File: config.mk
export PLATFORM = sky130hd
export DESIGN_NAME = ex_stage
export DESIGN_NICKNAME = d
export VERILOG_FILES = /design/src/rtl/ex_stage.sv
export SDC_FILE = /design/constraint.sdc
export NUM_CORES = 1
export LEC_CHECK = 0
export CELL_PAD_IN_SITES_DETAIL_PLACEMENT = 0
export CELL_PAD_IN_SITES_GLOBAL_PLACEMENT = 1
export CORE_MARGIN = 2
export CORE_UTILIZATION = 38
export DETAILED_ROUTE_END_ITERATION = 8
export PLACE_DENSITY = 0.9
export SYNTH_ARGS = -nofsm -noshare
export SYNTH_HDL_FRONTEND = slang
export SYNTH_SLANG_ARGS = --single-unit
File: constraint.sdc
create_clock -name clk -period 7.29 [get_ports clk]
set_input_delay 1.8225 -clock clk [delete_from_list [all_inputs] [get_ports clk]]
set_output_delay 1.8225 -clock clk [all_outputs]
set_load 0.02 [all_outputs]
File: src/rtl/ex_stage.sv
// rtl/ex_stage.sv - execute stage: logic/shift/arith ALU, add/sub overflow detect, iterative restoring divider
//
// Ports:
//   clk, rst (async, active-low), flush (aborts divider)
//   aluop_i/alusel_i         operation code and result class
//   reg1_i/reg2_i            operands A and B
//   wd_i/wreg_i              destination register and write enable
//   link_address_i           return address for link-type jumps/branches
//   is_in_delayslot_i, inst_i, excepttype_i, current_inst_address_i
//   wd_o/wreg_o/wdata_o      write-back bundle (wreg_o dropped on overflow and for divides)
//   whilo_o/hi_o/lo_o        HI/LO write (remainder/quotient), valid in divider DONE only
//   stallreq_o               held while a divide is in progress
//   excepttype_o             excepttype_i with the overflow flag merged in
//   is_in_delayslot_o, current_inst_address_o, inst_o  pass-through
module ex_stage #(
  parameter int DATA_W  = 32,
  parameter int OVF_BIT = 12
) (
  input  logic              clk,
  input  logic              rst,
  input  logic              flush,
  input  logic [7:0]        aluop_i,
  input  logic [2:0]        alusel_i,
  input  logic [DATA_W-1:0] reg1_i,
  input  logic [DATA_W-1:0] reg2_i,
  input  logic [4:0]        wd_i,
  input  logic              wreg_i,
  input  logic [31:0]       link_address_i,
  input  logic              is_in_delayslot_i,
  input  logic [31:0]       inst_i,
  input  logic [31:0]       excepttype_i,
  input  logic [31:0]       current_inst_address_i,
  output logic [4:0]        wd_o,
  output logic              wreg_o,
  output logic [DATA_W-1:0] wdata_o,
  output logic              whilo_o,
  output logic [DATA_W-1:0] hi_o,
  output logic [DATA_W-1:0] lo_o,
  output logic              stallreq_o,
  output logic [31:0]       excepttype_o,
  output logic              is_in_delayslot_o,
  output logic [31:0]       current_inst_address_o,
  output logic [31:0]       inst_o
);

  localparam logic [7:0] EXE_AND_OP  = 8'b0010_0100;
  localparam logic [7:0] EXE_OR_OP   = 8'b0010_0101;
  localparam logic [7:0] EXE_XOR_OP  = 8'b0010_0110;
  localparam logic [7:0] EXE_NOR_OP  = 8'b0010_0111;
  localparam logic [7:0] EXE_SLL_OP  = 8'b0111_1100;
  localparam logic [7:0] EXE_SRL_OP  = 8'b0000_0010;
  localparam logic [7:0] EXE_SRA_OP  = 8'b0000_0011;
  localparam logic [7:0] EXE_SLT_OP  = 8'b0010_1010;
  localparam logic [7:0] EXE_SLTU_OP = 8'b0010_1011;
  localparam logic [7:0] EXE_ADD_OP  = 8'b0010_0000;
  localparam logic [7:0] EXE_ADDU_OP = 8'b0010_0001;
  localparam logic [7:0] EXE_SUB_OP  = 8'b0010_0010;
  localparam logic [7:0] EXE_SUBU_OP = 8'b0010_0011;
  localparam logic [7:0] EXE_DIV_OP  = 8'b0001_1010;
  localparam logic [7:0] EXE_DIVU_OP = 8'b0001_1011;

  localparam logic [2:0] EXE_RES_LOGIC       = 3'b001;
  localparam logic [2:0] EXE_RES_SHIFT       = 3'b010;
  localparam logic [2:0] EXE_RES_ARITHMETIC  = 3'b100;
  localparam logic [2:0] EXE_RES_JUMP_BRANCH = 3'b110;

  localparam int SH_W  = $clog2(DATA_W);
  localparam int CNT_W = $clog2(DATA_W);

  typedef enum logic [1:0] {DIV_IDLE, DIV_BUSY, DIV_DONE} div_state_t;

  // ---------------- single-cycle datapath ----------------
  logic [DATA_W-1:0] sum, diff, logic_res, shift_res, arith_res, result;
  logic              ovf;
  logic [31:0]       ovf_mask;

  assign sum  = reg1_i + reg2_i;
  assign diff = reg1_i - reg2_i;

  always_comb begin
    ovf = 1'b0;
    if (aluop_i == EXE_ADD_OP)
      ovf = (reg1_i[DATA_W-1] == reg2_i[DATA_W-1]) && (sum[DATA_W-1] != reg1_i[DATA_W-1]);
    else if (aluop_i == EXE_SUB_OP)
      ovf = (reg1_i[DATA_W-1] != reg2_i[DATA_W-1]) && (diff[DATA_W-1] != reg1_i[DATA_W-1]);
    ovf_mask          = '0;
    ovf_mask[OVF_BIT] = ovf;
  end

  always_comb begin
    logic_res = '0;
    case (aluop_i)
      EXE_AND_OP: logic_res = reg1_i & reg2_i;
      EXE_OR_OP:  logic_res = reg1_i | reg2_i;
      EXE_XOR_OP: logic_res = reg1_i ^ reg2_i;
      EXE_NOR_OP: logic_res = ~(reg1_i | reg2_i);
      default:    logic_res = '0;
    endcase
  end

  always_comb begin
    shift_res = '0;
    case (aluop_i)
      EXE_SLL_OP: shift_res = reg2_i << reg1_i[SH_W-1:0];
      EXE_SRL_OP: shift_res = reg2_i >> reg1_i[SH_W-1:0];
      EXE_SRA_OP: shift_res = $signed(reg2_i) >>> reg1_i[SH_W-1:0];
      default:    shift_res = '0;
    endcase
  end

  always_comb begin
    arith_res = '0;
    case (aluop_i)
      EXE_ADD_OP, EXE_ADDU_OP: arith_res = sum;
      EXE_SUB_OP, EXE_SUBU_OP: arith_res = diff;
      EXE_SLT_OP:  arith_res = DATA_W'($signed(reg1_i) < $signed(reg2_i));
      EXE_SLTU_OP: arith_res = DATA_W'(reg1_i < reg2_i);
      default:     arith_res = '0;
    endcase
  end

  always_comb begin
    result = '0;
    case (alusel_i)
      EXE_RES_LOGIC:       result = logic_res;
      EXE_RES_SHIFT:       result = shift_res;
      EXE_RES_ARITHMETIC:  result = arith_res;
      EXE_RES_JUMP_BRANCH: result = link_address_i;
      default:             result = '0;
    endcase
  end

  // ---------------- restoring divider ----------------
  div_state_t        state;
  logic [CNT_W-1:0]  count;
  logic [DATA_W-1:0] div_q, div_r, div_d;
  logic              quot_neg, rem_neg;
  logic              is_div, is_signed;
  logic [DATA_W-1:0] a_mag, b_mag;
  logic [DATA_W:0]   trial;

  assign is_div    = (aluop_i == EXE_DIV_OP) || (aluop_i == EXE_DIVU_OP);
  assign is_signed = (aluop_i == EXE_DIV_OP);
  assign a_mag     = (is_signed && reg1_i[DATA_W-1]) ? -reg1_i : reg1_i;
  assign b_mag     = (is_signed && reg2_i[DATA_W-1]) ? -reg2_i : reg2_i;
  // Partial remainder shifted left with the next dividend bit, minus divisor;
  // the extra top bit is the borrow that decides whether to restore.
  assign trial     = {div_r, div_q[DATA_W-1]} - {1'b0, div_d};

  always_ff @(posedge clk or negedge rst) begin
    if (!rst) begin
      state    <= DIV_IDLE;
      count    <= '0;
      div_q    <= '0;
      div_r    <= '0;
      div_d    <= '0;
      quot_neg <= 1'b0;
      rem_neg  <= 1'b0;
    end else if (flush) begin
      state <= DIV_IDLE;
      count <= '0;
    end else begin
      case (state)
        DIV_IDLE: begin
          if (is_div) begin
            div_d    <= b_mag;
            div_r    <= '0;
            count    <= '0;
            quot_neg <= is_signed && (reg1_i[DATA_W-1] ^ reg2_i[DATA_W-1]);
            rem_neg  <= is_signed && reg1_i[DATA_W-1];
            if (reg2_i == '0) begin
              div_q <= '0;
              state <= DIV_DONE;
            end else begin
              div_q <= a_mag;
              state <= DIV_BUSY;
            end
          end
        end
        DIV_BUSY: begin
          if (!trial[DATA_W]) begin
            div_r <= trial[DATA_W-1:0];
            div_q <= {div_q[DATA_W-2:0], 1'b1};
          end else begin
            div_r <= {div_r[DATA_W-2:0], div_q[DATA_W-1]};
            div_q <= {div_q[DATA_W-2:0], 1'b0};
          end
          count <= count + 1'b1;
          if (count == CNT_W'(DATA_W - 1)) state <= DIV_DONE;
        end
        DIV_DONE: state <= DIV_IDLE;
        default:  state <= DIV_IDLE;
      endcase
    end
  end

  // ---------------- output bundle ----------------
  // Everything is forced to zero while reset is held, including pass-throughs.
  always_comb begin
    wd_o                   = '0;
    wreg_o                 = 1'b0;
    wdata_o                = '0;
    whilo_o                = 1'b0;
    hi_o                   = '0;
    lo_o                   = '0;
    stallreq_o             = 1'b0;
    excepttype_o           = '0;
    is_in_delayslot_o      = 1'b0;
    current_inst_address_o = '0;
    inst_o                 = '0;
    if (rst) begin
      wd_o                   = wd_i;
      wreg_o                 = wreg_i && !ovf && !is_div;
      wdata_o                = result;
      excepttype_o           = excepttype_i | ovf_mask;
      is_in_delayslot_o      = is_in_delayslot_i;
      current_inst_address_o = current_inst_address_i;
      inst_o                 = inst_i;
      stallreq_o             = !flush && ((state == DIV_IDLE && is_div) || state == DIV_BUSY);
      if (state == DIV_DONE && !flush) begin
        whilo_o = 1'b1;
        lo_o    = quot_neg ? -div_q : div_q;
        hi_o    = rem_neg  ? -div_r : div_r;
      end
    end
  end

endmodule

[Yosys cells after proc, flatten, opt, wreduce, memory -nomap -nowiden]
Index checks and enable logic that the tools add are counted.
Storage, ports and cells
  memories kept: 0
  ROM bits: 0
  input bits: 213
  output and inout port bits: 201
  bits in latches: 0
  flip-flop bits (word level): 105
  word-level logic and storage cells: 120
  bits in writable memories: 0
Cells by class
  $mul: 0
  order comparisons: 2
  shift operators: 3
  reduce and logical (&&, ||, !) cells: 25
  $add $sub $neg: 8
  bitwise operators: 7
  multiplexer cells: 39
  eq/ne operators: 29
  div/mod/pow operators: 0
Operators by type and width (count)
  2-to-1 mux 32 bit: 16
  case mux 32 bit (4 select lines): 3
  negator 32 bit: 4
  case mux 32 bit (2 select lines): 2
  case mux 32 bit (3 select lines): 1
  == test 8 x 6 -> 1 bit (second input constant): 10
  less-than comparator 32 bit: 2
  subtractor 33 x 32 -> 33 bit: 1
  adder 32 bit: 1
  AND 32 bit: 1
  zero test 32 bit: 1
  inverter 32 bit: 1
  bitwise OR 32 x 13 -> 32 bit: 1
  bitwise OR 32 bit: 1
  left shift 32 x 5 -> 32 bit: 1
  >> shifter 32 x 5 -> 32 bit: 1
  >>> shifter 32 x 5 -> 32 bit: 1
  subtractor 32 bit: 1
  XOR 32 bit: 1
  == test 8 x 2 -> 1 bit (second input constant): 2
  == test 8 x 5 -> 1 bit (second input constant): 2
  2-to-1 mux 5 bit: 3
  logical AND 1 bit: 10
  case mux 5 bit (2 select lines): 1
  other kinds (25): 45

[Logic depth before layout (Yosys ltp)]
Gate-level depths: netlist of the first run.
  depth in word-level cells: 9
  gate-level depth with buffers: 16
  mapped depth without buffers: 14

[Worst setup path after synthesis of the first run]
Ideal clock, no wire load.
  path type: input to output
  from: in reg1_i[2]
  to: out wdata_o[19]
  cell stages on the path: 15
  data required time: 5.467 ns
  path slack: 0.429 ns
  arrival: 5.039 ns
  buffers on the path: 3
  cell sequence: inv_2 -> buf_1 -> clkbuf_1 -> ha_1 -> buf_2 -> inv_1 -> o221ai_1 -> a211oi_1 -> o311ai_0 -> a21oi_1 -> o21ai_0 -> o211ai_1 -> a221oi_1 -> mux2i_1 -> o21ai_0
On the way
  longest elaborated chain between the ends: 4
  elaborated cells on any way between the ends: 9
  classes of those cells: add/sub (2); shift (3); mux (4)
RTL lines
  from (decl): RTL line 24  | input logic [DATA_W-1:0] reg1_i,
  subtractor 32 bit, or another cell as far along: RTL line 78  | assign diff = reg1_i - reg2_i;
  case mux 32 bit (4 select lines) or case mux 32 bit (3 select lines) (tied branches): RTL line 113, 103
  case mux 32 bit (4 select lines) *: RTL line 124  | case (alusel_i)
  2-to-1 mux 32 bit *: RTL line 211  | if (rst) begin
  to (decl): RTL line 35  | output logic [DATA_W-1:0] wdata_o,
Mark *: on every way between the ends. The rest lies on a longest branch, timed or not.

[Final worst setup path of the first run]
  from: in reg1_i[9]
  to: out wreg_o
On the way
  longest elaborated chain between the ends: 9
  elaborated cells on any way between the ends: 12
  classes of those cells: add/sub (2); eq/ne (2); mux (3); reduce/logical (5)
RTL lines
  subtractor 32 bit: RTL line 78
  inequality test 1 bit: RTL line 85  | ovf = (reg1_i[DATA_W-1] != reg2_i[DATA_W-1]) && (diff[DATA_W-1] != reg1_i[DATA_W-1]);
  logical AND 1 bit: RTL line 85
  2-to-1 mux 1 bit: RTL line 84  | else if (aluop_i == EXE_SUB_OP)
  2-to-1 mux 1 bit *: RTL line 82  | if (aluop_i == EXE_ADD_OP)
  zero test 1 bit *: RTL line 213  | wreg_o = wreg_i && !ovf && !is_div;
  logical AND 1 bit * (2 in a row): RTL line 213
  2-to-1 mux 1 bit *: RTL line 211
  to (decl): RTL line 34  | output logic wreg_o,
Marked as above.

==> run summary, run 1 <==
CTS tree = built
Total power = 4.644 mW
Clk root buf = clkbuf_16
Max stage delay on crit path = 0.54 ns
Clk buf depth = 2
Startpoint type of the worst setup path = input pin
Clock Latency Late Sink = 0.36 ns
Crit-path most repeated cell = buf_4
Crit Reg-Reg Startpoint = div_q[31]
Final count of negative-setup-slack endpoints = 0
Syn Inst Count = 2702
Drc violations = 0
Worst-path clk slew = 0.07 ns
Die W = 229.2 um
Die area = 52530 um^2
Hold crit path type = reg2reg
Synth cell types = 99
TritonRoute pass-1 iters = 5
CP endpoint kind = output pin
Worst Skew = 0.01272 ns
Initial antenna violation count = 3
Post-DP HPWL = 77.52 mm
Slowest-stage cell, CP = clkdlybuf4s50_1
CTS Buf Count = 9
Worst Path Required = 5.47 ns
First-pass GRT wire length = 139.8 mm
Share of cells above drive strength 1 = 16.33%
Kind of critical path = in2out
Net Sw Frac = 49.21%
Cell area after synthesis = 19270 um^2
Status = complete, no violations
Slew HR = 28.54%
Measured slew at the worst slew-check pin = 1.072 ns
Crit Path Max Fanout = 4
Max-cap viol count = 0
Sequential share of the synthesized area = 13.64%
Avg Cell Area, Syn = 7.132 um^2
Seq pwr share = 23.9%
Fin cells = 3945
GR Util All Layers = 34.44%
Port buffer count = 413
Number of flops mapped to enable cells by yosys = 0
Max-slew violations = 0
Syn. warnings = 0
1st-iter DRT viols = 2255
DRT Wirelength = 94.19 mm
Minimum clock period = 7.234 ns
Highest Clock Rate = 138.2 MHz
Nets = 3619
Post-Place Cells = 3922
Area grow syn2layout = 38.35%
Seq cells post-synth = 105
Initial Utilization = 38.49%
Largest net degree at the start of global routing = 113
Internal power = 2.359 mW
Clock power share = 10.8%
Cts hold-fix bufs = 0
Critical Path, Cell by Cell = clkdlybuf4s50_1 -> inv_1 -> ha_4 -> nand3_1 -> or3_1 -> o2111ai_2 -> buf_4 -> a211oi_1 -> o41ai_2 -> nor3b_2 -> a31oi_1 -> o31ai_1 -> buf_4 -> nor2_1 -> dlygate4sd2_1
DR WL/cell = 23.87 um
Combinational Power Share = 65.2%
Setup TNS = 0 ns
GPL Wtd Cong = 1.019
Leak = 10.97 nW
Global route overflow = 0
Worst path arrival time = 5.41 ns
Number of core rows = 82
Syn nets = 3055
Clk sink count = 105
Die span in y = 229.2 um
Vias = 23090
Core Box Area = 50070 um^2
Hold_sp = div_d[15]
P_sw = 2.286 mW
H-tree levels = 3
Routed vias/inst = 5.852
ANT nets after route = 0
VDD IR max = 0.1677 mV
Primary FF master, synth = dfrtp_1
Final Cycle Share = 99.24%
PD cells = 174.2 nW/um^2
Ports = 414
Number of global-route vias before repair = 22480
Worst hold slack = 0.4784 ns
Fraction of registers with async set or reset after synthesis = 100.0%
Fin. Hold Viols = 0
CP startpoint = reg1_i[9]
## what timing repair did
item	4_1_cts	5_1_grt
pin swaps	6	8
endpoints found under the setup margin	21	20
resized for setup	62	55
buffers inserted	4	1
## power by group through the flow
stage	sequential, mW	combinational, mW	clock [mW]
floorplan	1.01	2.03	0
global placement	1.10	2.90	0
detailed placement	1.12	2.94	0
CTS	1.11	2.97	0.515
global route	1.15	3.31	0.540
finish	1.11	3.03	0.504
## metal layers
layer  vias to the layer above  share of wire [%]  global-route usage [%]
met5                         -              0.029                       0
met4                         4                3.7                   11.71
met3                       173                8.1                   5.889
met2                      1042                 45                   55.09
met1                     11070                 43                   46.82
li1                      10790                  -                       -
## cell type report
class / instances / area (um^2)
diodes: 2 / 5.005
clock buffers: 10 / 229.0
clock inverters: 6 / 81.33
fillers: 5034 / 23410
inverters: 149 / 559.3
multi-input cells: 2239 / 15600
flip-flops and latches: 105 / 2628
well taps: 672 / 840.8
repair buffers: 762 / 6723
## cells in the mapped netlist (8+ instances only)
library cell  instances  area [um^2]
a211o_1              14        122.6
a22oi_1              36        270.3
a21oi_1             189        945.9
a211oi_1             31        232.7
mux4_2               45         1013
or4_1                12        90.09
nor2_1              256        960.9
clkbuf_1            137        514.2
a21o_1               17        127.6
buf_2                36        180.2
buf_1                31        116.4
or2_2                14        87.58
o31ai_1              43        322.8
inv_1               143        536.8
o21ai_1               9        45.04
o22ai_1              12        75.07
nand2_1             303         1137
o41ai_1              13        113.9
dfrtp_1             105         2628
ha_1                137         1714
o21ai_0             252         1261
nand3_1              58        290.3
o211ai_1             29        217.7
a221oi_1             13        113.9
and2_1              110        688.2
nor4_1               16        100.1
xor2_1               73        639.4
nor3_1               53        265.3
a31oi_1              38        237.7
or3_1                22        137.6
o311ai_0             22        192.7
xnor2_1             129         1130
a41oi_1               8        70.07
o21bai_1             17        127.6
mux2i_1              90        900.9
o21a_1               11        82.58
nand4_1              16        100.1
nor2b_1              17        106.4
a22o_1                9        78.83
nand2b_1             15        93.84
## through the flow
step                      worst slack [ns]  utilization [%]  cell area (um^2)
after CTS                          -0.1442            52.81             26440
after detailed placement           -0.5603            51.94             26000
final                              0.05558            53.25             26660
after floorplan                     0.4286                -             19270
after global placement             -0.7129            51.94             26000
after global routing            -0.0009646            53.24             26660
## cell families (layout without fill, tap and decap cells)
family	count (synthesis)	count (layout)	synth area share, %
adders and majority gates	140	140	9.207
buffers and inverters	358	927	7.331
DFF	105	105	13.64
other	0	2	0
muxes	136	136	9.993
xor gates and xnor gates	202	202	9.181
AOI/OAI and AO/OA	827	827	27.42
and+or+nand+nor	934	934	23.23
## final timing paths
path                             endpoint  slack [ns]  cells after the start
worst max-delay path               wreg_o        0.06                     15
worst max register to register  div_r[25]        3.00                     15
min in group asynchronous        count[2]        1.35                      1
max in group asynchronous        div_d[2]        4.73                      2
worst min register to register  div_d[15]        0.48                      2
worst min-delay path            div_d[15]        0.48                      2
## flip-flops by register name (all words and copies together), names as in the netlist
| signal | flops |
|---|---|
| count | 5 |
| div_d | 32 |
| div_q | 32 |
| div_r | 32 |
| quot_neg | 1 |
| rem_neg | 1 |
| state | 2 |
## worst max-delay path: cells and delay by family
kind                       cells  cell delay (ns)
and+or+nand+nor                4             0.79
buffers and inverters          5             1.39
adders and majority gates      1             0.33
AOI/OAI and AO/OA              5             1.06
## placed cells by master, fill, tap and decap left out, types with 105 or more instances in the layout
| cell type | n |
|---|---|
| a21oi_1 | 188 |
| and2_1 | 110 |
| nand2_1 | 301 |
| nor2_1 | 255 |
| xnor2_1 | 128 |
| o21ai_0 | 247 |
| dfrtp_1 | 105 |
| ha_1 | 127 |
| inv_1 | 141 |
| buf_4 | 350 |
| clkdlybuf4s50_1 | 381 |
No activity file was read; power rests on OpenSTA's default activity.
==> run 2, diff against run 1 <==
Settings changed: REMOVE_ABC_BUFFERS from default to 1.
==> run summary, run 2 (synthesized netlist as in run 1, its figures left out) <==
P_sw = 2.274 mW
1st-iter DRT viols = 2721
Worst hold path depth = 2
Worst path arrival time = 5.37 ns
ANT nets after route = 0
Max-slew violations = 0
Measured slew at the worst slew-check pin = 1.051 ns
Drc violations = 0
Max-cap viol count = 0
Routed vias/inst = 5.927
GPL Wtd Cong = 1.022
Post-DP Area = 25650 um^2
Highest Clock Rate = 139.0 MHz
Clock power share = 11.2%
Port buffer count = 413
Hold crit path type = reg2reg
Minimum clock period = 7.195 ns
Worst Skew = 0.01145 ns
Initial antenna violation count = 3
Initial Utilization = 38.49%
Post-DP HPWL = 72.79 mm
Multi-input combinational cell area = 15480 um^2
Worst-path clk slew = 0.08 ns
Die area = 52530 um^2
Startpoint type of the worst setup path = input pin
DR WL/cell = 23.12 um
Vias = 23070
CTS tree = built
Worst Path Required = 5.47 ns
Worst hold slack = 0.4791 ns
Global route overflow = 0
GR Util All Layers = 33.16%
Largest net degree at the start of global routing = 99
Status = complete, no violations
Number of core rows = 82
TritonRoute pass-1 iters = 6
Die span in y = 229.2 um
Ports = 414
Cts hold-fix bufs = 0
Slew HR = 29.93%
Kind of critical path = in2out
Core Box Area = 50070 um^2
Layout fillers = 4949
Internal power = 2.332 mW
PD cells = 176.1 nW/um^2
VDD IR max = 0.1809 mV
Post-Place Cells = 3874
Nets = 3568
Total power = 4.607 mW
Net Sw Frac = 49.37%
Clock Latency Late Sink = 0.37 ns
Die W = 229.2 um
Cells on worst reg2reg path = 15
Crit Path Max Fanout = 4
H-tree levels = 3
Clk buf depth = 2
RSZ-0062 raised after global routing = false
First-pass GRT wire length = 135.3 mm
Commonest non-fill, non-tap cells in the layout = clkdlybuf4s50_1, nand2_1, buf_4
CP endpoint kind = output pin
Final instance area = 26160 um^2
Area grow syn2layout = 35.74%
Seq pwr share = 24.1%
FF/Latch Area = 2628 um^2
CTS Buf Count = 9
Leak = 10.72 nW
Final count of negative-setup-slack endpoints = 0
Share of cells above drive strength 1 = 14.66%
Combinational Power Share = 64.8%
Number of global-route vias before repair = 22210
DRT Wirelength = 90.02 mm
Fin. Hold Viols = 0
Commonest non-fill, non-tap cell in the layout = clkdlybuf4s50_1
Final Cycle Share = 98.70%
Clk sink count = 105
Clk root buf = clkbuf_16
Fin cells = 3893
Largest regs = div_d x32, div_q x32, div_r x32
## run 2: cell count changes in the layout (fill, tap and decap cells not counted), moves of 3 or more
cell	previous run	this run
buf_4	350	298
buf_2	10	5
o21ai_1	12	9
clkbuf_2	2	9
inv_6	4	1
a211oi_4	0	3
ha_1	127	135
ha_4	9	0
## run 2: metal layers
layer,global-route usage (%),vias up,routed length [um]
met3,6.648,182,7726
li1,-,10710,-
met1,41.22,11030,35860
met2,55.07,1156,41730
met4,15.50,0,4694
met5,0,-,0
## run 2: worst max-delay path: stages
cell             delay (ns)
clkdlybuf4s50_1        0.51
inv_1                  0.08
buf_4                  0.15
ha_1                   0.18
or2_2                  0.29
o221ai_1               0.15
buf_4                  0.18
a211oi_4               0.07
a211o_1                0.39
a32oi_2                0.31
nor3_1                 0.07
or2_0                  0.23
a221o_1                0.30
o31ai_1                0.10
a21oi_1                0.17
dlygate4sd2_1          0.35
## run 2: path summary, 6_finish.rpt
kind | start | endpoint | slack [ns]
setup / recovery | reg2_i[1] | wdata_o[27] | 0.09
hold / removal | div_d[26] | div_d[26] | 0.48
setup reg to reg | div_q[31] | div_r[25] | 3.40
hold reg to reg | div_d[26] | div_d[26] | 0.48
max in group asynchronous | rst | div_r[15] | 4.60
min in group asynchronous | rst | div_r[4] | 1.41
## run 2: metrics by stage
step	util [%]	TNS (ns)	setup slack [ns]
3_3_place_gp	51.23	-3.658	-0.2807
5_1_grt	52.24	0	0.001771
2_1_floorplan	-	0	0.04092
3_5_place_dp	51.23	-4.506	-0.3165
6_report	52.24	0	0.09488
4_1_cts	51.95	0	0.003271
## run 2: power groups by stage
stage,combinational [mW],clock (mW),sequential (mW)
final,2.98,0.514,1.11
after global routing,3.27,0.546,1.15
after CTS,2.93,0.525,1.10
after detailed placement,2.90,0,1.11
after global placement,2.84,0,1.10
after floorplan,1.92,0,1.02
## run 2: what timing repair did
item | 4_1_cts | 5_1_grt
buffers inserted | 1 | 1
endpoints found under the setup margin | 19 | 23
gates resized for setup | 32 | 60
hold endpoints to repair | 0 | 0
pin swaps | 4 | 4
## run 2: layout make-up
cell class / count / share of cell area, %
repair buffers: 711 / 24.22
well taps: 672 / 3.214
flip-flops and latches: 105 / 10.04
inverters: 149 / 2.138
diodes: 1 / 0.009567
clock inverters: 6 / 0.2774
clock buffers: 10 / 0.9136
multi-input cells: 2239 / 59.18
==> run 3, diff against run 2 <==
Settings changed: ABC_AREA from default to 1, CORE_UTILIZATION 38 to 36, PLACE_DENSITY 0.9 to 0.91.
==> run summary, run 3 <==
Core Box Area = 60250 um^2
Crit Reg-Reg Startpoint = div_q[31]
Drc violations = 0
ANT nets after route = 0
Global route overflow = 0
Most frequent cell after synthesis = nand2_1
CTS tree = built
Setup TNS = 0 ns
Crit Path Max Fanout = 8
Cts hold-fix bufs = 0
Nets = 5017
Status = complete, no violations
Commonest non-fill, non-tap cell in the layout = nand2_1
Number of flops mapped to enable cells by yosys = 0
CP startpoint = reg2_i[16]
R2r setup slk = 4.00 ns
Total power = 3.418 mW
Fin. Hold Viols = 0
Worst path arrival time = 5.36 ns
Port buffer count = 413
Die area = 62790 um^2
Area grow syn2layout = 29.69%
CTS Buf Count = 9
Synth cell types = 55
Max-cap viol count = 0
Number of global-route vias before repair = 27920
RR Endpoint = div_r[28]
Final count of negative-setup-slack endpoints = 0
Startpoint type of the worst setup path = input pin
Share of cells above drive strength 1 = 7.025%
Syn Inst Count = 4188
Cell area after synthesis = 21890 um^2
Worst setup margin = 0.1060 ns
Fraction of registers with async set or reset after synthesis = 100.0%
Die W = 250.6 um
GPL Wtd Cong = 1.091
Crit-path most repeated cell = nand2_1
Synth area leader = nand2_1
Worst Skew = 0.01057 ns
DRT Wirelength = 124.8 mm
Largest net degree at the start of global routing = 122
CP endpoint kind = output pin
H-tree levels = 3
Max stage delay on crit path = 0.62 ns
Clk root buf = clkbuf_16
Seq cells post-synth = 105
DR WL/cell = 22.89 um
Post-synth top cells = nand2_1, inv_1, nand3_1, nor2_1, a21oi_1
Slowest-stage cell, CP = clkdlybuf4s50_1
Commonest non-fill, non-tap cells in the layout = nand2_1, inv_1, nand3_1
Sequential share of the synthesized area = 12.00%
Max-slew violations = 0
Post-DP HPWL = 104.9 mm
Avg Cell Area, Syn = 5.226 um^2
Leak = 15.04 nW
Die span in y = 250.6 um
Minimum clock period = 7.184 ns
Ports = 414
Cells on worst reg2reg path = 16
Worst hold slack = 0.4859 ns
Critical Path, Cell by Cell = clkdlybuf4s50_1 -> inv_1 -> ha_1 -> inv_1 -> nand2_1 -> nand2_1 -> nand2_1 -> nand2_1 -> nand2_1 -> nand2_1 -> a21oi_1 -> nand3_1 -> nand2_1 -> nand2_1 -> nand3_1 -> nand2_1 -> inv_1 -> clkdlybuf4s50_1
Final Cycle Share = 98.55%
Highest Clock Rate = 139.2 MHz
Syn. warnings = 0
Critical Path End = excepttype_o[12]
Number of core rows = 90
Clk sink count = 105
Worst-path clk slew = 0.07 ns
TritonRoute pass-1 iters = 9
Slew HR = 32.11%
Top cells by area, synth = nand2_1, nand3_1, dfrtp_1, inv_1, ha_1
Kind of critical path = in2out
Initial antenna violation count = 4
Largest regs = div_d x32, div_q x32, div_r x32
Hold crit path type = reg2reg
First-pass GRT wire length = 180.6 mm
Vias = 30160
Hold_sp = div_d[5]
1st-iter DRT viols = 3646
Post-synth top area share = 23.05%
Clock Latency Late Sink = 0.38 ns
Initial Utilization = 36.33%
PD cells = 120.4 nW/um^2
Measured slew at the worst slew-check pin = 1.017 ns
Final core utilization = 47.12%
Worst Path Required = 5.47 ns
Primary FF master, synth = dfrtp_1
GR Util All Layers = 38.60%
VDD IR max = 0.1036 mV
RSZ-0062 raised after global routing = true
Routed vias/inst = 5.533
Pre-CTS WS = 0.03659 ns
Clk buf depth = 2
## run 3: changes by cell type after synthesis, moves of 90 or more
cell / before / now
and2_1: 110 / 7
mux2i_1: 90 / 0
nand2_1: 303 / 1344
nand3_1: 58 / 559
xnor2_1: 129 / 15
a21oi_1: 189 / 294
inv_1: 143 / 611
nor2_1: 256 / 364
## run 3: cells by family after synthesis
group,Yosys count,share of synthesized area (%)
simple gates,2455,47.74
xor+xnor,52,2.081
compound gates,646,15.91
flops,105,12.00
fa+ha+maj,140,8.106
buf+inv,790,14.16
## run 3: worst min-delay path by stage
stage	to	slack [ns]	cells after the start
floorplan	div_d[12]	0.45	2
global placement	div_d[5]	0.47	2
detailed placement	div_d[5]	0.47	2
CTS	div_d[5]	0.49	2
global route	div_d[21]	0.52	2
finish	div_d[5]	0.49	2
## run 3: area by class of cell
class	count	area, um^2
diodes	1	2.502
clock buffers	9	225.2
inverters	625	2350
fillers	6706	31860
clock inverters	7	52.55
well taps	782	978.4
repair buffers	630	5924
flip-flops and latches	105	2628
multi-input cells	3293	16230
## run 3: worst max-delay path: cells and delay by family
family | cells | cell delay, ns
and+or+nand+nor | 11 | 1.04
buffers and inverters | 5 | 1.72
adders and majority gates | 1 | 0.55
AOI/OAI and AO/OA | 1 | 0.23
## run 3: through the flow
stage          instance area (um^2)  instances
6_report                      28390       5452
5_1_grt                       28390       5452
4_1_cts                       28300       5450
3_5_place_dp                  28030       5434
3_3_place_gp                  28030       5434
2_1_floorplan                 21130       4023
## run 3: what timing repair did
item | in CTS | in global routing
endpoints found under the setup margin | 0 | 16
gates resized for setup | 0 | 26
setup buffers | 0 | 1
## run 3: metal layers
metal | vias up | wire [um] | share of wire, % | global-route usage (%)
met5 | - | 10 | 0.0080 | 0
met4 | 2 | 9296 | 7.4 | 23.99
met3 | 319 | 11040 | 8.8 | 4.957
met2 | 1735 | 54870 | 44 | 62.10
met1 | 13720 | 49590 | 40 | 49.00
li1 | 14390 | - | - | -
## run 3: power breakdown
part | internal, mW | leakage, nW | switching (mW)
sequential | 0.708 | 1.29 | 0.136
combinational | 0.711 | 13.6 | 1.39
clock | 0.233 | 0.124 | 0.241
total | 1.65 | 15.0 | 1.77
